<file path="src/rtl/shift_arbiter2.sv">
// shift_arbiter2 -- two-requester front end for one shared 32-bit barrel shifter.
//
// The module accepts one operation at a time. Arbitration is round-robin, and the
// requests use valid/ready handshakes. The operands are registered at accept, and the
// shifter output is captured into rsp_data. The result goes back only to the requester
// that issued the operation. Each requester has a saturating count of completed
// operations.
//
// Ports:
//   clk, rst_n          clock; asynchronous active-low reset
//   req_valid/req_ready per-requester request handshake (req_ready is combinational)
//   req_a0/b0/op0       requester 0 operand, shift amount, op (00 asr, 01 lsr, 1x lsl)
//   req_a1/b1/op1       requester 1 operand, shift amount, op
//   rsp_valid/rsp_ready per-requester response handshake
//   rsp_data            shared result bus, qualified by rsp_valid
//   busy                high whenever an operation is in flight (EXEC or RESP)
//   ops_cnt0/ops_cnt1   saturating completed-operation counters

// barrelshifter32 -- combinational 32-bit shifter, 5 log stages.
//   a: operand, b: amount 0..31, op: 00 arith right, 01 logic right, 1x logic left
//   y: result
module barrelshifter32 (
    input  logic [31:0] a,
    input  logic [4:0]  b,
    input  logic [1:0]  op,
    output logic [31:0] y
);
    logic             left;
    logic             fill;
    logic [31:0]      a_rev;
    logic [31:0]      src;
    logic [31:0]      res_rev;
    logic [5:0][31:0] stg;

    assign left = op[1];
    // Only the arithmetic right shift fills with the sign bit. A left shift is done
    // by bit-reversing the operand, doing a right shift, and reversing back, so it
    // must always fill with zeros.
    assign fill = (op == 2'b00) & a[31];

    for (genvar i = 0; i < 32; i++) begin : g_rev
        assign a_rev[i]   = a[31-i];
        assign res_rev[i] = stg[5][31-i];
    end

    assign src    = left ? a_rev : a;
    assign stg[0] = src;

    for (genvar k = 0; k < 5; k++) begin : g_stage
        localparam int S = 1 << k;
        assign stg[k+1] = b[k] ? {{S{fill}}, stg[k][31:S]} : stg[k];
    end

    assign y = left ? res_rev : stg[5];
endmodule

module shift_arbiter2 #(
    parameter int DATA_W = 32,  // fixed by the shifter
    parameter int SH_W   = 5,   // fixed by the shifter
    parameter int CNT_W  = 16
) (
    input  logic              clk,
    input  logic              rst_n,
    input  logic [1:0]        req_valid,
    output logic [1:0]        req_ready,
    input  logic [DATA_W-1:0] req_a0,
    input  logic [SH_W-1:0]   req_b0,
    input  logic [1:0]        req_op0,
    input  logic [DATA_W-1:0] req_a1,
    input  logic [SH_W-1:0]   req_b1,
    input  logic [1:0]        req_op1,
    output logic [1:0]        rsp_valid,
    input  logic [1:0]        rsp_ready,
    output logic [DATA_W-1:0] rsp_data,
    output logic              busy,
    output logic [CNT_W-1:0]  ops_cnt0,
    output logic [CNT_W-1:0]  ops_cnt1
);
    typedef enum logic [1:0] {IDLE = 2'd0, EXEC = 2'd1, RESP = 2'd2} state_t;

    state_t            state_q, state_d;
    logic              rr_ptr;
    logic [1:0]        grant;
    logic              accept;
    logic              rsp_done;
    logic              owner;
    logic [DATA_W-1:0] a_q;
    logic [SH_W-1:0]   b_q;
    logic [1:0]        op_q;
    logic [DATA_W-1:0] sh_y;

    // Round-robin grant. When both requesters are valid, the one named by rr_ptr wins.
    always_comb begin
        grant = 2'b00;
        case (req_valid)
            2'b01:   grant = 2'b01;
            2'b10:   grant = 2'b10;
            2'b11:   grant = rr_ptr ? 2'b10 : 2'b01;
            default: grant = 2'b00;
        endcase
    end

    assign req_ready = (state_q == IDLE) ? grant : 2'b00;
    assign accept    = |req_ready;
    // Only the owner's rsp_ready can complete the response.
    assign rsp_done  = (state_q == RESP) && rsp_ready[owner];
    assign busy      = (state_q != IDLE);

    always_comb begin
        state_d = state_q;
        case (state_q)
            IDLE:    if (accept)   state_d = EXEC;
            EXEC:                  state_d = RESP;
            RESP:    if (rsp_done) state_d = IDLE;
            default:               state_d = IDLE;
        endcase
    end

    always_ff @(posedge clk or negedge rst_n) begin
        if (!rst_n) state_q <= IDLE;
        else        state_q <= state_d;
    end

    barrelshifter32 u_shift (
        .a  (a_q),
        .b  (b_q),
        .op (op_q),
        .y  (sh_y)
    );

    always_ff @(posedge clk or negedge rst_n) begin
        if (!rst_n) begin
            rr_ptr    <= 1'b0;
            owner     <= 1'b0;
            a_q       <= '0;
            b_q       <= '0;
            op_q      <= '0;
            rsp_data  <= '0;
            rsp_valid <= 2'b00;
            ops_cnt0  <= '0;
            ops_cnt1  <= '0;
        end else begin
            if (accept) begin
                owner  <= grant[1];
                rr_ptr <= ~grant[1];
                a_q    <= grant[1] ? req_a1  : req_a0;
                b_q    <= grant[1] ? req_b1  : req_b0;
                op_q   <= grant[1] ? req_op1 : req_op0;
            end
            if (state_q == EXEC) begin
                rsp_data  <= sh_y;
                rsp_valid <= owner ? 2'b10 : 2'b01;
            end
            if (rsp_done) begin
                rsp_valid <= 2'b00;
                if (!owner && ops_cnt0 != '1) ops_cnt0 <= ops_cnt0 + 1'b1;
                if ( owner && ops_cnt1 != '1) ops_cnt1 <= ops_cnt1 + 1'b1;
            end
        end
    end
endmodule
</file>
<file path="config.mk">
export PLATFORM = sky130hd
export DESIGN_NAME = shift_arbiter2
export DESIGN_NICKNAME = d
export VERILOG_FILES = /design/src/rtl/shift_arbiter2.sv
export SDC_FILE = /design/constraint.sdc
export NUM_CORES = 1
export LEC_CHECK = 0
export BUFFER_PORTS_ARGS = -buffer_cell sky130_fd_sc_hd__buf_4
export CORE_ASPECT_RATIO = 1.4
export CORE_MARGIN = 2
export CORE_UTILIZATION = 41
export CTS_BUF_LIST = sky130_fd_sc_hd__clkbuf_8
export CTS_CLUSTER_SIZE = 25
export DETAILED_ROUTE_END_ITERATION = 10
export GPL_ROUTABILITY_DRIVEN = 0
export PLACE_DENSITY_LB_ADDON = 0.15
export SLEW_MARGIN = 20
export SYNTH_ARGS = -nofsm -noshare
export SYNTH_HDL_FRONTEND = slang
export SYNTH_SLANG_ARGS = --single-unit
</file>
<file path="constraint.sdc">
create_clock -name clk -period 3.7 [get_ports clk]
set_clock_uncertainty 0.1 [all_clocks]
set_input_delay 0.74 -clock clk [delete_from_list [all_inputs] [get_ports clk]]
set_output_delay 0.74 -clock clk [all_outputs]
set_load 0.02 [all_outputs]
</file>
==> metrics.md <==
| Metric | Value |
|---|---|
| Layout cells sized above 1 | `25.6%` |
| Critical path arrival | `3.32 ns` |
| Fin crit share | `83.7%` |
| Top post-synthesis cells by count | `dfrtp_1 (109), nand2_1 (75), nor2_1 (63)` |
| Most frequent cell after synthesis | `dfrtp_1` |
| Sw Ratio | `between 50% and 60%` |
| Vias/cell | `6.39` |
| Seq cells post-synth | `109` |
| Sequential Area | `around 2700 um^2` |
| Leak | `4.32 nW` |
| Leading area contributor after synthesis | `dfrtp_1` |
| Initial antenna violation count | `0` |
| Dominant cells by area after synthesis | `dfrtp_1 (34%), mux2i_1 (7.2%), mux4_2 (7.1%)` |
| Switching pwr | `5.35 mW` |
| Fin. max-slew vios | `0` |
| Clock-pin slew on the worst setup and hold paths | `0.13 ns` |
| ANT cells | `0` |
| Worst hold path class | `input pin to asynchronous set/reset pin` |
| H-tree depth | `3` |
| Fin Setup TNS | `0 ns` |
| Design Area, Final | `9490 um^2` |
| Peak VDD IR | `0.000351 V` |
| Logic gate share of total power | `between 60% and 70%` |
| Clock group share of total power | `approximately 7.7%` |
| Period minus WS final | `about 3.1 ns` |
| Slew Limit Headroom | `46.5%` |
| Fill cells | `1865` |
| Mapped cell area | `roughly 8000 um^2` |
| Startpoint Class | `register` |
| Critical path class | `register to register` |
| Vias in the first global route | `7504` |
| Core Footprint | `about 19000 um^2` |
| Die footprint | `20600 um^2` |
| Crit end category | `register` |
| Syn nets | `938` |
| Max Fclk | `between 300 and 400 MHz` |
| First drt pass iteration count | `6` |
| Total CTS buffers | `9` |
| Post-route ant nets | `0` |
| Global route total overflow | `0` |
| Pwr dens | `1050 nW/um^2` |
| TritonCTS clock tree | `built` |
| RSZ-0062 raised after global routing | `no` |
| Final Hold Fails | `0` |
| Sequential Power Share | `24.8%` |
| CP max FO | `36` |
| Row cnt | `60` |
| Synth Instances | `852` |
| Multi-input gate area | `4700 um^2` |
| First-pass GRT wire length | `43000 um` |
| Status | `completed` |
| Dpl hpwl | `between 20000 and 25000 um` |
| Area after DPL | `9290 um^2` |
| Largest net degree at the start of global routing | `49` |
| WP data required | `~4 ns` |
| Worst-Margin Slew | `between 0.7 and 0.8 ns` |
| Hold slack | `0.194 ns` |
| Setup Fix Bufs, Post-CTS | `0` |
| Clk sinks | `109` |
| Dominant synthesized flop cell | `dfrtp_1` |
| Buffers on Ports | `152` |
| Post-cts resize count | `0` |
| I/O pin cnt | `153` |
| Post-synthesis sequential area ratio | `approximately a third` |
| Avg WL per Cell | `between 20 and 25 um` |
| Synthesis warning total | `0` |
| Die H | `169 um` |
| # DRC | `0` |
| Total track usage | `27.1%` |
| Synth cell types | `79` |
| Area grow syn2layout | `19.1%` |
| Final wirelength | `27600 um` |
| CTS root buf | `clkbuf_8` |
| Vias | `7825` |
| Synth top area share | `approximately a third` |
| Max-cap viol count | `0` |
| Clock Latency Late Sink | `about 0.43 ns` |
| Mean Syn Cell Area | `9.35 um^2` |
| Initial core utilization | `a little over two fifths` |
| EDFF count, synth | `0` |
| DRT iter0 DRCs | `942` |
| Post-synth ARST share | `100%` |
| Longest Clk Path Bufs | `2` |
| Hold_buf cts | `0` |
| Layout net count | `1058` |
| Final-report setup violation count | `0` |
| Chip Width | `122 um` |
| Cell internal pwr | `4.66 mW` |
-- final cells by class --
type | count | share of cell area [%]
inverters | 56 | 2.21
clock buffers | 9 | 1.30
flip-flops and latches | 109 | 28.8
multi-input cells | 621 | 49.5
well taps | 248 | 3.27
repair buffers | 175 | 14.1
clock inverters | 7 | 0.817
-- cells by family (layout without fill, tap and decap cells) --
group / count (synthesis) / after routing / synth area share (%)
AO/OA/AOI/OAI: 237 / 237 / 22.6
flip-flops: 109 / 109 / 34.2
AND/OR/NAND/NOR: 244 / 244 / 14.6
multiplexers: 107 / 107 / 17.8
buffers and inverters: 122 / 247 / 7.07
XOR/XNOR: 31 / 31 / 3.41
adder cells (fa/ha/maj): 2 / 2 / 0.314
-- final timing paths --
path | from | endpoint | slack [ns] | cells after the start
min in group clk | ops_cnt0[5] | ops_cnt0[5] | 0.40 | 1
hold / removal | rst_n | ops_cnt1[8] | 0.19 | 1
setup / recovery | b_q[0] | rsp_data[12] | 0.60 | 7
hold reg to reg | ops_cnt0[5] | ops_cnt0[5] | 0.40 | 1
setup reg to reg | b_q[0] | rsp_data[12] | 0.60 | 7
max in group asynchronous | rst_n | ops_cnt0[9] | 2.52 | 2
-- power groups by stage --
| stage | Sequential [mW] | Combinational (mW) | Clock [mW] |
|---|---|---|---|
| 2_1_floorplan | 2.31 | 4.63 | 0 |
| 3_5_place_dp | 2.49 | 6.54 | 0 |
| 3_3_place_gp | 2.48 | 6.56 | 0 |
| 4_1_cts | 2.46 | 6.58 | 0.783 |
| 5_1_grt | 2.57 | 7.23 | 0.836 |
| 6_report | 2.48 | 6.76 | 0.770 |
-- per-layer routing --
layer | GRT usage (%) | wire, um
met1 | 33.8 | 10800
met2 | 42.2 | 12900
met3 | 5.96 | 2040
met4 | 16.8 | 1880
met5 | 0 | 0
-- metrics by stage --
stage               setup WS [ns]  power [mW]  utilization (%)  instances
finish                      0.602        10.0             49.6       1225
global placement            0.722        9.04             48.5       1209
floorplan                    1.24        6.93                -        852
detailed placement          0.681        9.03             48.5       1209
CTS                         0.663        9.82             49.6       1225
global route                0.496        10.6             49.6       1225
-- cells in the final DEF, fill, tap and decap left out, drive strengths merged, types with 28 or more instances in the layout --
cell | netlist | layout
a21oi | 33 | 33
dfrtp | 109 | 109
inv | 54 | 57
a222oi | 39 | 39
nand2 | 75 | 75
nor2 | 63 | 63
mux2i | 57 | 57
o21ai | 28 | 28
buf | 22 | 175
-- sequential cells by signal, indices dropped and copies added, names as in the netlist --
signal / flops
rr_ptr: 1
rsp_valid: 2
rsp_data: 32
b_q: 5
owner: 1
ops_cnt1: 16
state_q: 2
op_q: 2
a_q: 32
ops_cnt0: 16
-- critical path, cell delays in order, from the launching register on --
cell and delay (ns):
dfrtp_4 0.78, buf_12 0.26, mux2_1 0.37, mux4_2 0.54, a32oi_1 0.20, o211ai_1 0.22, a21o_1 0.23, o32a_1 0.28
Note: power is estimated with default switching activity, not from simulation.
